--- src/rtl/garage_door_plant.sv ---
// ----------------------------------------------------------------------------
// garage_door_plant
//   Behavioural, synthesisable model of garage door mechanics and limit
//   switches. It is the plant that a door controller drives: it takes the
//   motor commands and produces the limit-switch inputs. Door travel takes
//   real time, so controller benches and FPGA demos see realistic behaviour.
//
// Parameters
//   TRAVEL_STEPS : position steps from closed (0) to open (TRAVEL_STEPS),
//                  2..2^POS_W-1
//   STEP_CYCLES  : clock cycles of continuous drive per position step, 1..255
//   POS_W        : width of Position
//
// Ports
//   CLK      in   system clock, rising edge
//   RST      in   asynchronous active-low reset
//   UP_M     in   motor-up command
//   DN_M     in   motor-down command
//   UP_Max   out  upper limit switch (Position == TRAVEL_STEPS)
//   DN_Max   out  lower limit switch (Position == 0)
//   Position out  current door position, 0 = closed
//   Moving   out  door is opening or closing
//   Fault    out  sticky illegal-command flag (UP_M and DN_M both high)
//
// Every output is decoded from registered state only, so the plant never
// forms a combinational loop with the controller.
// ----------------------------------------------------------------------------
module garage_door_plant #(
    parameter int TRAVEL_STEPS = 8,
    parameter int STEP_CYCLES  = 2,
    parameter int POS_W        = 4
) (
    input  logic             CLK,
    input  logic             RST,
    input  logic             UP_M,
    input  logic             DN_M,
    output logic             UP_Max,
    output logic             DN_Max,
    output logic [POS_W-1:0] Position,
    output logic             Moving,
    output logic             Fault
);

    localparam logic [2:0] S_CLOSED  = 3'd0;
    localparam logic [2:0] S_OPEN    = 3'd1;
    localparam logic [2:0] S_HALTED  = 3'd2;
    localparam logic [2:0] S_OPENING = 3'd3;
    localparam logic [2:0] S_CLOSING = 3'd4;
    localparam logic [2:0] S_FAULT   = 3'd5;

    localparam logic [POS_W-1:0] POS_TOP    = POS_W'(TRAVEL_STEPS);
    localparam logic [7:0]       PRESC_LAST = 8'(STEP_CYCLES - 1);

    logic [2:0]       state, state_nxt;
    logic [POS_W-1:0] pos, pos_nxt;
    logic [POS_W-1:0] pos_inc, pos_dec;
    logic [7:0]       presc, presc_nxt;
    logic [7:0]       presc_base;

    assign pos_inc = pos + 1'b1;
    assign pos_dec = pos - 1'b1;

    always_comb begin
        state_nxt  = state;
        pos_nxt    = pos;
        presc_nxt  = 8'd0;   // any edge without a continuing drive drops the partial step
        presc_base = 8'd0;
        if (state == S_FAULT) begin
            // Frozen until reset; commands ignored.
            state_nxt = S_FAULT;
        end else if (UP_M && DN_M) begin
            state_nxt = S_FAULT;
        end else if (UP_M) begin
            if (pos == POS_TOP) begin
                state_nxt = S_OPEN;  // overdrive into the limit is harmless
            end else begin
                // A fresh or reversed drive starts counting from zero; the
                // sampling edge itself is the first counted cycle.
                presc_base = (state == S_OPENING) ? presc : 8'd0;
                if (presc_base == PRESC_LAST) begin
                    pos_nxt   = pos_inc;
                    state_nxt = (pos_inc == POS_TOP) ? S_OPEN : S_OPENING;
                end else begin
                    presc_nxt = presc_base + 8'd1;
                    state_nxt = S_OPENING;
                end
            end
        end else if (DN_M) begin
            if (pos == '0) begin
                state_nxt = S_CLOSED;
            end else begin
                presc_base = (state == S_CLOSING) ? presc : 8'd0;
                if (presc_base == PRESC_LAST) begin
                    pos_nxt   = pos_dec;
                    state_nxt = (pos_dec == '0) ? S_CLOSED : S_CLOSING;
                end else begin
                    presc_nxt = presc_base + 8'd1;
                    state_nxt = S_CLOSING;
                end
            end
        end else begin
            if (pos == '0)          state_nxt = S_CLOSED;
            else if (pos == POS_TOP) state_nxt = S_OPEN;
            else                     state_nxt = S_HALTED;
        end
    end

    always_ff @(posedge CLK or negedge RST) begin
        if (!RST) begin
            state <= S_CLOSED;
            pos   <= '0;
            presc <= 8'd0;
        end else begin
            state <= state_nxt;
            pos   <= pos_nxt;
            presc <= presc_nxt;
        end
    end

    assign Position = pos;
    assign UP_Max   = (pos == POS_TOP);
    assign DN_Max   = (pos == '0);
    assign Moving   = (state == S_OPENING) || (state == S_CLOSING);
    assign Fault    = (state == S_FAULT);

endmodule
--- config.mk ---
export PLATFORM = sky130hd
export DESIGN_NAME = garage_door_plant
export DESIGN_NICKNAME = d
export VERILOG_FILES = /design/src/rtl/garage_door_plant.sv
export SDC_FILE = /design/constraint.sdc
export NUM_CORES = 1
export LEC_CHECK = 0
export ABC_AREA = 1
export CORE_ASPECT_RATIO = 0.75
export CORE_UTILIZATION = 45
export CTS_BUF_LIST = sky130_fd_sc_hd__clkbuf_4
export CTS_CLUSTER_DIAMETER = 150
export CTS_CLUSTER_SIZE = 14
export DETAILED_ROUTE_END_ITERATION = 10
export GPL_TIMING_DRIVEN = 0
export PLACE_DENSITY_LB_ADDON = 0.1
export SLEW_MARGIN = 30
export SYNTH_ARGS = -nofsm -noshare
export SYNTH_HDL_FRONTEND = slang
export SYNTH_SLANG_ARGS = --single-unit
--- constraint.sdc ---
create_clock -name CLK -period 3.28 [get_ports CLK]
set_input_delay 0.328 -clock CLK [delete_from_list [all_inputs] [get_ports CLK]]
set_output_delay 0.328 -clock CLK [all_outputs]
set_load 0.02 [all_outputs]
# [Word level (Yosys, flattened, before mapping)]
# Cells that the tools add are included.
[totals] ff_bits=15 inputBits=4 word_cells=54
[classes] n_addsub=4 n_eq_ne=10 mux=28 bitwise_logic=2 reduce_logical=7
[op_table] cell="two-way mux 8 bit" count=10
[op_table] cell="two-way mux 4 bit" count=6
[op_table] cell="two-way mux 3 bit" count=7
[op_table] cell="adder 8 x 1 -> 8 bit, second input constant" count=2
[op_table] cell="== test 8 x 1 -> 1 bit, second input constant" count=2
[op_table] cell="two-way mux 2 bit" count=5
[op_table] cell="== test 4 bit, second input constant" count=2
[op_table] cell="logical NOT 4 bit" count=2
[op_table] cell="AND reduction 7 bit" count=1
[op_table] cell="== test 3 bit, second input constant" count=2
[op_table] cell="adder 4 x 1 -> 4 bit, second input constant" count=1
[op_table] cell="inequality test 2 bit, second input constant" count=2
[op_table] cell="nonzero test 2 bit" count=2
[op_table] cell="subtractor 4 x 1 -> 4 bit, second input constant" count=1
[op_table] cell="== test 3 x 2 -> 1 bit, second input constant" count=1
[op_table] cell="inequality test 2 x 1 -> 1 bit, second input constant" count=1
[op_table] cell="inverter 1 bit" count=2
[op_table] cell="logical AND 1 bit" count=1
[op_table] cell="logical OR 1 bit" count=1

# [Depth between registers and ports, before layout]
# Gate-level depths: netlist of run 1.
[depth] depth_word=9 mapped_depth=13

# [Least setup slack after synthesis of run 1]
# No wires, ideal clock.
[synth_path] path_kind="flip-flop to flip-flop" startpoint="reg pos[0] (netlist: Position[0])" endpoint="reg presc[4]" setup_ps=118 arrival_ps=1714 path_slack_ps=1448 stages_incl_launch_ff=10 synth_period_minus_slack_ps=1832 path_cell_list="dfrtp_1 -> inv_1 -> ha_1 -> nand2_1 -> nor2_1 -> inv_1 -> nand2_1 -> nor2_4 -> a21oi_1 -> nor2_1"
[synth_rtl] element="from (decl)" line="55" source="logic [POS_W-1:0] pos, pos_nxt;"
[synth_rtl] element="from (signal assigned)" line="115" source="pos <= pos_nxt;"
[synth_rtl] element="== test 4 bit"
[synth_rtl] element="via UP_Max" line="37" source="output logic UP_Max,"
[synth_rtl] element="two-way mux 8 bit" line="74" source="if (pos == POS_TOP) begin"
[synth_rtl] element="two-way mux 8 bit" line="73" source="end else if (UP_M) begin"
[synth_rtl] element="two-way mux 8 bit" line="71" source="end else if (UP_M && DN_M) begin"
[synth_rtl] element="two-way mux 8 bit" line="68" source="if (state == S_FAULT) begin"
[synth_rtl] element="via presc_nxt[4]" line="57" source="logic [7:0] presc, presc_nxt;"
[synth_rtl] element="to (signal assigned)" line="116" source="presc <= presc_nxt;"
[synth_rtl] element="to (decl)" line="57"
# The timed path passes the listed nets, and every way through them passes these cells.
# A chain may end at the register's enable or synchronous reset.

# [Worst setup path in the final report of run 1]
[layout_path] startpoint="reg pos[0] (netlist: Position[0])" endpoint="out UP_Max"
[layout_between] elab_chain_len=1
[layout_lines] element="== test 4 bit" line="121" source="assign UP_Max = (pos == POS_TOP);"
[layout_lines] element="to (decl)" line="37"
# No other way between the ends.

==> reports/metrics.cfg, run 1 <==
[finish]
fin_nets = 222
multi_input_area_um2 = 819.5
area_growth_pct = 13.27
seqCellArea_um2 = 375.4
share_of_layout_cells_above_drive_strength_1 = 0.09479
antenna_cells = 0
fill_cells = 281
post-route-util = 0.5532

[timing]
period_share = 0.6900
finalSetupTns_ps = 0
timing.final.hold_violations = 0
postLayoutSetupSlackWorst_ps = 1017
report.final.slew_viol_count = 0
worst_slew_pin_slew_ps = 726.6
maxClockFrequency_mhz = 441.8
max_slew_margin = 0.5141
finalCriticalPeriod_ps = 2263
finalSetupViolations = 0
finalClockSkew_ps = 3.789
rsz0062_at_grt = false

[global_route]
gr-usage-all-layers = 0.2255
number_of_antenna_violations_at_the_first_check_in_global_routing = 0
via_count_of_the_first_global_routing_pass = 1212
grt_start_max_net_pins = 16
wire_length_of_the_first_global_routing_pass_mm = 5.499
globalRouteOverflowTotal = 0

[worst_setup_path]
critical_path_class = flip-flop to primary output
critical_path.max_stage_delay_ps = 630
crit_path_end_kind = primary output
cp.arrival_ps = 1940
start_kind = flip-flop
critical_path_peak_fanout = 7
worstPathCellList = inv_1 > ha_1 > nand2_1 > nor2_1 > clkdlybuf4s50_1
crit_slowest_cell = sky130_fd_sc_hd__clkdlybuf4s50_1
worst-endpoint-required_ps = 2950

[clock_network]
clock_sink_count = 15
htreeDepth = 1
cts_tree = done
cts.root.buffer_cell = sky130_fd_sc_hd__clkbuf_4
clkTransAtPathRegs_ps = 90
post-cts-setup-buffers = 0
cts_max_path_buffers = 2
clk-insertion-delay-late_ps = 290
cts-resized-gates = 0
hold_buffers = 0
cts-buffers-inserted = 3

[yosys]
synth_top_family_by_area = simple AND/OR/NAND/NOR gates
synth_compound_gate_area_share = 0.1280
number_of_synthesis_warnings = 0
synthXorXnorAreaFrac = 0.04645
syn_area_per_cell_um2 = 6.701
synth_seq_area_share = 0.2844
netlist_instances = 197
synthMuxAreaShare = 0
synthesis.area_um2 = 1320
syn_nets = 207
yosysUniqueCellTypes = 26
adder_cell_share_of_the_synthesized_area = 0.05687
synthSimpleGateAreaFrac = 0.3896
number_of_register_bits_inferred_by_synthesis = 15

[floorplan]
horizontal_extent_of_the_die_um = 64.54
number_of_placement_rows = 16
die-area_um2 = 3156
initial_core_utilization = 0.4884
fp.dieH_um = 48.91
number_of_top_level_pins = 12
core_um2 = 2703

[placement]
gp_routability_congestion = 0.8625
buffer_ports.inserted = 10
detailedPlacementHpwl_mm = 2.513
dp_worst_setup_slack_ps = 1196

[power_and_ir_drop]
vdd.ir_drop.worst_v = 0.0004434
powerDensity_nw_per_um2 = 706.9
power.leakage_nw = 0.6946

[routing]
drt_iter0_drc = 107
drtPass1Iterations = 4
post-route-drc-count = 0
drtAntennaViolNets = 0
route.detailed.vias_per_inst = 5.296
via_count = 1308
wl_per_cell_um = 12.83
detail_route.wirelength_mm = 3.169

[flow_run]
maxCapViolations = 0

[status]
run_status = finished clean

[worst_hold_path]
worst_hold_path_type = input pin to flip-flop

final cells by class:
type                            instances  share of cell area
Inverter                               28             0.07029
Timing Repair Buffer                   10             0.06695
Sequential cell                        15              0.2510
Buffer                                  4             0.01339
Tap cell                               36             0.03013
Clock buffer                            4             0.02008
Multi-Input combinational cell        150              0.5481
cell families after synthesis:
kind of cell,after synthesis
and+or+nand+nor,107
buffers and inverters,32
AOI/OAI and AO/OA,30
DFF,15
xor gates and xnor gates,7
adders and majority gates,6
sequential cells by signal (all words and copies together) (netlist names):
| register | cells |
|---|---|
| presc | 8 |
| Position | 4 |
| state | 3 |
synth_stat cells (all sizes together):
cell	n	area, µm²
o21a	1	7.510
a21oi	13	80.08
o21ai	15	75.07
inv	28	105.1
nand3	30	160.2
nand2	43	166.4
nor3	1	5.000
or2	1	6.260
nand3b	1	7.510
buf	2	12.51
nand4	6	37.54
dfrtp	15	375.4
xnor2	2	17.52
nor2	25	131.4
ha	6	75.07
xor2	5	43.79
o22ai	1	6.260
clkbuf	2	7.510
layer usage:
metal | GRT usage | part of all wire | up-vias
li1 | - | - | 669
met1 | 0.3237 | 0.50 | 595
met2 | 0.3351 | 0.41 | 36
met3 | 0.06075 | 0.071 | 8
met4 | 0.05185 | 0.016 | 0
met5 | 0 | 0 | -
power by group:
group	switching [mW]	internal [mW]	leakage, nW
clock	0.0613	0.0557	0.0184
sequential	0.0635	0.237	0.192
combinational	0.405	0.234	0.484
worst max-delay path: cells and delay by family, from the launching register on:
kind          cells  cell delay [ps]
fa+ha+maj         1              210
buf+inv           2              760
flops             1              460
simple gates      2              210
cells in the final DEF, fill, tap and decap left out, types with 2 or more instances in the layout:
master	count
sky130_fd_sc_hd__a21oi_1	11
sky130_fd_sc_hd__clkbuf_1	2
sky130_fd_sc_hd__clkbuf_4	4
sky130_fd_sc_hd__clkdlybuf4s50_1	10
sky130_fd_sc_hd__dfrtp_1	15
sky130_fd_sc_hd__ha_1	6
sky130_fd_sc_hd__inv_1	28
sky130_fd_sc_hd__nand2_1	41
sky130_fd_sc_hd__nand2_2	2
sky130_fd_sc_hd__nand3_1	28
sky130_fd_sc_hd__nand3_2	2
sky130_fd_sc_hd__nand4_1	6
sky130_fd_sc_hd__nor2_1	18
sky130_fd_sc_hd__nor2_2	3
sky130_fd_sc_hd__nor2_4	4
sky130_fd_sc_hd__o21ai_0	8
sky130_fd_sc_hd__o21ai_1	7
sky130_fd_sc_hd__xnor2_1	2
sky130_fd_sc_hd__xor2_1	5
metrics by stage:
| stage | cells | power [mW] | hold WS (ps) | cell area, µm² |
|---|---|---|---|---|
| after floorplan | 197 | 0.7276 | 32.41 | 1320 |
| after global placement | 243 | 0.9266 | 558.2 | 1465 |
| after detailed placement | 243 | 0.9396 | 561.3 | 1465 |
| after CTS | 247 | 1.058 | 444.5 | 1495 |
| after global routing | 247 | 1.154 | 487.1 | 1495 |
| final | 247 | 1.057 | 442.8 | 1495 |
worst paths after layout:
| kind | start | end | slack, ps | cells past startpoint |
|---|---|---|---|---|
| max in group asynchronous | RST | presc[3] | 2360 | 1 |
| min in group asynchronous | RST | Position[3] | 460 | 1 |
| worst min register to register | Position[3] | Position[3] | 570 | 2 |
| worst max-delay path | Position[0] | UP_Max | 1020 | 5 |
| worst max register to register | state[2] | Position[1] | 1170 | 12 |
| worst min-delay path | UP_M | state[1] | 440 | 3 |
Note: power is estimated with default switching activity, not from simulation.
==> run 2, diff against run 1 <==
Clock period 3.28 ns to 2.24 ns, I/O delays scaled along.
==> reports/metrics.cfg, run 2 (same netlist as run 1, synthesis figures left out) <==
[worst_setup_path]
critical_path_class = flip-flop to primary output
cp.arrival_ps = 1920  ; -20 ps
critical_path.max_stage_delay_ps = 610  ; -20 ps
crit_path_end_kind = primary output
start_kind = flip-flop
crit_slowest_cell = sky130_fd_sc_hd__clkdlybuf4s50_1
cp_common_cell = sky130_fd_sc_hd__nand2_1
critical_path_peak_fanout = 6  ; -1
worst-endpoint-required_ps = 2020  ; -930 ps
worstPathCellList = nor2_2 > nand2_1 > nand2_1 > clkdlybuf4s50_1

[clock_network]
clock_sink_count = 15  ; unchanged
clkTransAtPathRegs_ps = 90  ; about the same
clk-insertion-delay-late_ps = 290  ; about the same
cts.root.buffer_cell = sky130_fd_sc_hd__clkbuf_4
cts-resized-gates = 0  ; unchanged
htreeDepth = 1  ; unchanged
hold_buffers = 0  ; unchanged
cts-buffers-inserted = 3  ; unchanged
cts_max_path_buffers = 2  ; unchanged
cts_tree = done
post-cts-setup-buffers = 0  ; unchanged

[timing]
max_slew_margin = 0.5182  ; +0.004090
worst_slew_pin_slew_ps = 720.4  ; -6.115 ps
postLayoutSetupSlackWorst_ps = 94.21  ; -922.5 ps
rsz0062_at_grt = false
finalCriticalPeriod_ps = 2146
finalClockSkew_ps = 2.801  ; -0.9873 ps
finalSetupTns_ps = 0  ; unchanged
report.final.slew_viol_count = 0  ; unchanged
finalSetupViolations = 0  ; unchanged
maxClockFrequency_mhz = 466.0
timing.final.hold_violations = 0  ; unchanged
period_share = 0.9579

[finish]
largest_register_ff_count = 8  ; unchanged
multi_input_area_um2 = 822.0  ; +0.31%
largest-register = presc
final_cell_mix = sky130_fd_sc_hd__nand2_1 (41), sky130_fd_sc_hd__inv_1 (28), sky130_fd_sc_hd__nand3_1 (28), sky130_fd_sc_hd__nor2_1 (17), sky130_fd_sc_hd__dfrtp_1 (15)
share_of_layout_cells_above_drive_strength_1 = 0.09953  ; +0.004739
antenna_cells = 0  ; unchanged
area_growth_pct = 13.84
fill_cells = 279  ; -0.71%
seqCellArea_um2 = 375.4  ; unchanged
post-route-util = 0.5560  ; +0.002778
fin_nets = 222  ; unchanged
most_common_cell_after_layout_fill_and_taps_aside = sky130_fd_sc_hd__nand2_1

[routing]
route.detailed.vias_per_inst = 5.296  ; unchanged
detail_route.wirelength_mm = 3.178  ; +0.28%
drtPass1Iterations = 4  ; unchanged
post-route-drc-count = 0  ; unchanged
drtAntennaViolNets = 0  ; unchanged
wl_per_cell_um = 12.87  ; +0.28%
drt_iter0_drc = 126  ; +18%
via_count = 1308  ; unchanged

[placement]
detailedPlacementHpwl_mm = 2.513  ; unchanged
buffer_ports.inserted = 10  ; unchanged
dp_worst_setup_slack_ps = 156.1  ; -1040 ps
gp_routability_congestion = 0.8625  ; unchanged

[global_route]
wire_length_of_the_first_global_routing_pass_mm = 5.499  ; unchanged
grt_start_max_net_pins = 16  ; unchanged
gr-usage-all-layers = 0.2255  ; unchanged
number_of_antenna_violations_at_the_first_check_in_global_routing = 0  ; unchanged
globalRouteOverflowTotal = 0  ; unchanged
via_count_of_the_first_global_routing_pass = 1212  ; unchanged

[power_and_ir_drop]
power.leakage_nw = 0.7261  ; +4.5%
vdd.ir_drop.worst_v = 0.0006476  ; +46%
powerDensity_nw_per_um2 = 1030  ; +46%

[worst_hold_path]
worst_hold_path_type = input pin to flip-flop

[floorplan]
initial_core_utilization = 0.4884  ; unchanged
fp.dieH_um = 48.91  ; unchanged
core_um2 = 2703  ; unchanged
horizontal_extent_of_the_die_um = 64.54  ; unchanged
number_of_top_level_pins = 12  ; unchanged
die-area_um2 = 3156  ; unchanged
number_of_placement_rows = 16  ; unchanged

[flow_run]
maxCapViolations = 0  ; unchanged

[status]
run_status = finished clean

[run 2: changes by cell type in the layout (fill, tap and decap cells not counted)]
cell / previous run / this run
sky130_fd_sc_hd__clkdlybuf4s50_1: 10 / 8
sky130_fd_sc_hd__dlymetal6s2s_1: 0 / 2
sky130_fd_sc_hd__nor2_1: 18 / 17
sky130_fd_sc_hd__nor2_2: 3 / 4
[run 2: path summary, 6_finish.rpt]
kind	from	endpoint	slack [ps]	cells past startpoint
worst min-delay path	UP_M	state[1]	340	3
worst max-delay path	state[0]	Moving	90	4
worst max register to register	state[2]	Position[1]	150	12
min in group asynchronous	RST	Position[3]	350	1
worst min register to register	Position[3]	Position[3]	570	2
max in group asynchronous	RST	presc[3]	1430	1
[run 2: power by group]
group / leakage, nW / internal (mW) / switching [mW] / total (mW)
clock network: 0.0184 / 0.0815 / 0.0904 / 0.172
logic: 0.515 / 0.340 / 0.595 / 0.936
registers: 0.192 / 0.347 / 0.0932 / 0.440
[run 2: final cells by class]
type / count / area share
sequential: 15 / 0.2498
tap: 36 / 0.02998
multi-input combinational: 150 / 0.5470
inverter: 28 / 0.06994
buffer: 4 / 0.01332
timing repair buffer: 10 / 0.06994
clock buffer: 4 / 0.01998
[run 2: metal layers]
metal,part of all wire,global-route usage,vias up
met5,0,0,-
met3,0.085,0.06075,4
li1,-,-,671
met2,0.42,0.3351,41
met1,0.48,0.3237,592
met4,0.013,0.05185,0
[run 2: critical path: cells and delay by family (launching register included)]
family	cells	cell delay, ps
buffers and inverters	1	610
AND/OR/NAND/NOR	3	590
flip-flops	1	420
[run 2: metrics by stage]
step / cell area (µm²) / instances / total power [mW] / hold WS, ps
floorplan: 1320 / 197 / 1.065 / -71.59
global placement: 1465 / 243 / 1.357 / 558.2
detailed placement: 1465 / 243 / 1.376 / 561.3
CTS: 1495 / 247 / 1.549 / 340.5
global route: 1503 / 247 / 1.688 / 383.1
finish: 1503 / 247 / 1.548 / 339.2
==> run 3, diff against run 2 <==
Settings changed: CORE_UTILIZATION 45 to 30, CTS_BUF_LIST sky130_fd_sc_hd__clkbuf_4 to unset.
==> reports/metrics.cfg, run 3 (same netlist as run 1, synthesis figures left out) <==
[status]
run_status = finished clean

[timing]
maxClockFrequency_mhz = 478.9  ; +2.8%
rsz0062_at_grt = false
finalSetupTns_ps = 0  ; unchanged
max_slew_margin = 0.5075  ; -0.01073
report.final.slew_viol_count = 0  ; unchanged
finalClockSkew_ps = 0.8982  ; -1.903 ps
worst_slew_pin_slew_ps = 736.5  ; +16.05 ps
finalCriticalPeriod_ps = 2088  ; -57.53 ps
period_share = 0.9323  ; -0.02568
timing.final.hold_violations = 0  ; unchanged
finalSetupViolations = 0  ; unchanged

[routing]
route.detailed.vias_per_inst = 4.846  ; -8.5%
post-route-drc-count = 0  ; unchanged
drtPass1Iterations = 4  ; unchanged
drt_iter0_drc = 127  ; +0.79%
drtAntennaViolNets = 0  ; unchanged
via_count = 1289  ; -1.5%
detail_route.wirelength_mm = 3.444  ; +8.4%
wl_per_cell_um = 12.95  ; +0.63%

[worst_setup_path]
worst-endpoint-required_ps = 2020  ; about the same
cp.depth = 4  ; unchanged
critical_path.max_stage_delay_ps = 600  ; about the same
worstPathCellList = nor2_2 > nand2_1 > nand2_1 > clkdlybuf4s50_1
cp_top_family = buffers and inverters
crit_path_end_kind = primary output
ff2ff_path_depth = 12  ; unchanged
crit_slowest_cell = sky130_fd_sc_hd__clkdlybuf4s50_1
critical_path_class = flip-flop to primary output
critical_path_peak_fanout = 6  ; unchanged
cp_common_cell = sky130_fd_sc_hd__nand2_1
number_of_buffers_and_inverters_on_the_critical_path = 1  ; unchanged
cp.arrival_ps = 1860  ; -60 ps
start_kind = flip-flop

[placement]
detailedPlacementHpwl_mm = 2.731  ; +8.7%
gp_routability_congestion = 0.9013  ; +4.5%
dpl.cell_count = 262  ; +7.8%
buffer_ports.inserted = 10  ; unchanged

[global_route]
via_count_of_the_first_global_routing_pass = 1169  ; -3.5%
grt_start_max_net_pins = 16  ; unchanged
gr-usage-all-layers = 0.1634  ; -0.06215
globalRouteOverflowTotal = 0  ; unchanged
number_of_antenna_violations_at_the_first_check_in_global_routing = 0  ; unchanged
wire_length_of_the_first_global_routing_pass_mm = 5.802  ; +5.5%

[flow_run]
maxCapViolations = 0  ; unchanged

[power_and_ir_drop]
powerDensity_nw_per_um2 = 1043  ; +1.3%
power.leakage_nw = 0.7162  ; -1.4%
vdd.ir_drop.worst_v = 0.0004505  ; -30%

[worst_hold_path]
worst_hold_path_type = input pin to async pin

[floorplan]
horizontal_extent_of_the_die_um = 78.60  ; +22%
fp.dieH_um = 59.45  ; +22%
number_of_top_level_pins = 12  ; unchanged
die-area_um2 = 4672  ; +48%
number_of_placement_rows = 20  ; +4
initial_core_utilization = 0.3197  ; -0.1687
core_um2 = 4129  ; +53%

[clock_network]
cts.root.buffer_cell = sky130_fd_sc_hd__clkbuf_8
clk-insertion-delay-late_ps = 240  ; -50 ps
clkTransAtPathRegs_ps = 60  ; -30 ps
cts-buffers-inserted = 3  ; unchanged
cts_tree = done
hold_buffers = 0  ; unchanged
htreeDepth = 1  ; unchanged
cts_max_path_buffers = 2  ; unchanged
clock_sink_count = 15  ; unchanged

[finish]
area_growth_pct = 16.97
share_of_layout_cells_above_drive_strength_1 = 0.09953  ; unchanged
antenna_cells = 0  ; unchanged
final_cells = 266  ; +7.7%
final_cell_mix = sky130_fd_sc_hd__nand2_1 (41), sky130_fd_sc_hd__inv_1 (28), sky130_fd_sc_hd__nand3_1 (27), sky130_fd_sc_hd__nor2_1 (17), sky130_fd_sc_hd__dfrtp_1 (15)
most_common_cell_after_layout_fill_and_taps_aside = sky130_fd_sc_hd__nand2_1
largest-register = presc
fin_nets = 222  ; unchanged
largest_register_ff_count = 8  ; unchanged
fill_cells = 451  ; +62%

==> run 3: through the flow <==
step | hold WS [ps] | utilization | instance area, µm² | total power [mW] | setup WS [ps]
finish | 414.4 | 0.3739 | 1544 | 1.610 | 151.7
global route | 450.4 | 0.3739 | 1544 | 1.756 | 2.008
CTS | 423.0 | 0.3715 | 1534 | 1.611 | 109.3
detailed placement | 573.5 | 0.3606 | 1489 | 1.381 | 138.9
global placement | 558.4 | 0.3606 | 1489 | 1.381 | 144.1
floorplan | -71.59 | - | 1320 | 1.065 | 408.0
==> run 3: layout make-up <==
type / count / area [µm²] / share of cell area
sequential: 15 / 375.4 / 0.2431
multi-input combinational: 150 / 827.0 / 0.5357
timing repair buffer: 10 / 102.6 / 0.06645
clock buffer: 4 / 45.04 / 0.02917
buffer: 4 / 20.02 / 0.01297
tap: 55 / 68.82 / 0.04457
inverter: 28 / 105.1 / 0.06807
==> run 3: path summary, 6_finish.rpt <==
check | from | to | slack (ps)
worst max-delay path | state[0] | Moving | 150
worst min-delay path | RST | presc[5] | 410
worst max register to register | state[2] | Position[1] | 260
worst min register to register | Position[3] | Position[3] | 590
max in group asynchronous | RST | presc[0] | 1360
min in group CLK | UP_M | state[1] | 420
==> run 3: metal layers <==
layer,wire length [µm],track usage,share of wire
met5,0,0,0
met1,1882,0.2598,0.55
met2,1354,0.2236,0.39
met3,191,0.03385,0.055
met4,16,0.02381,0.0046
==> run 3: worst reg2reg max path, stage by stage (launching register included) <==
cell and delay [ps]:
sky130_fd_sc_hd__dfrtp_1 360, sky130_fd_sc_hd__buf_4 170, sky130_fd_sc_hd__inv_1 70, sky130_fd_sc_hd__nand3_2 150, sky130_fd_sc_hd__nor2_2 160, sky130_fd_sc_hd__ha_1 180
sky130_fd_sc_hd__nand2_1 80, sky130_fd_sc_hd__nor2_2 220, sky130_fd_sc_hd__nand3_1 100, sky130_fd_sc_hd__nand2_1 110, sky130_fd_sc_hd__nand2_2 120, sky130_fd_sc_hd__nand2_1 80
sky130_fd_sc_hd__o21ai_1 70
==> run 3: where the power goes <==
group,internal (mW),switching (mW)
registers,0.348,0.0981
clock network,0.126,0.0932
logic,0.344,0.602
total,0.817,0.793
==> run 3: what timing repair did <==
item,4_1_cts,5_1_grt
buffers inserted,0,0
setup endpoints to repair,0,5
resized for setup,0,3
hold endpoints to repair,0,0
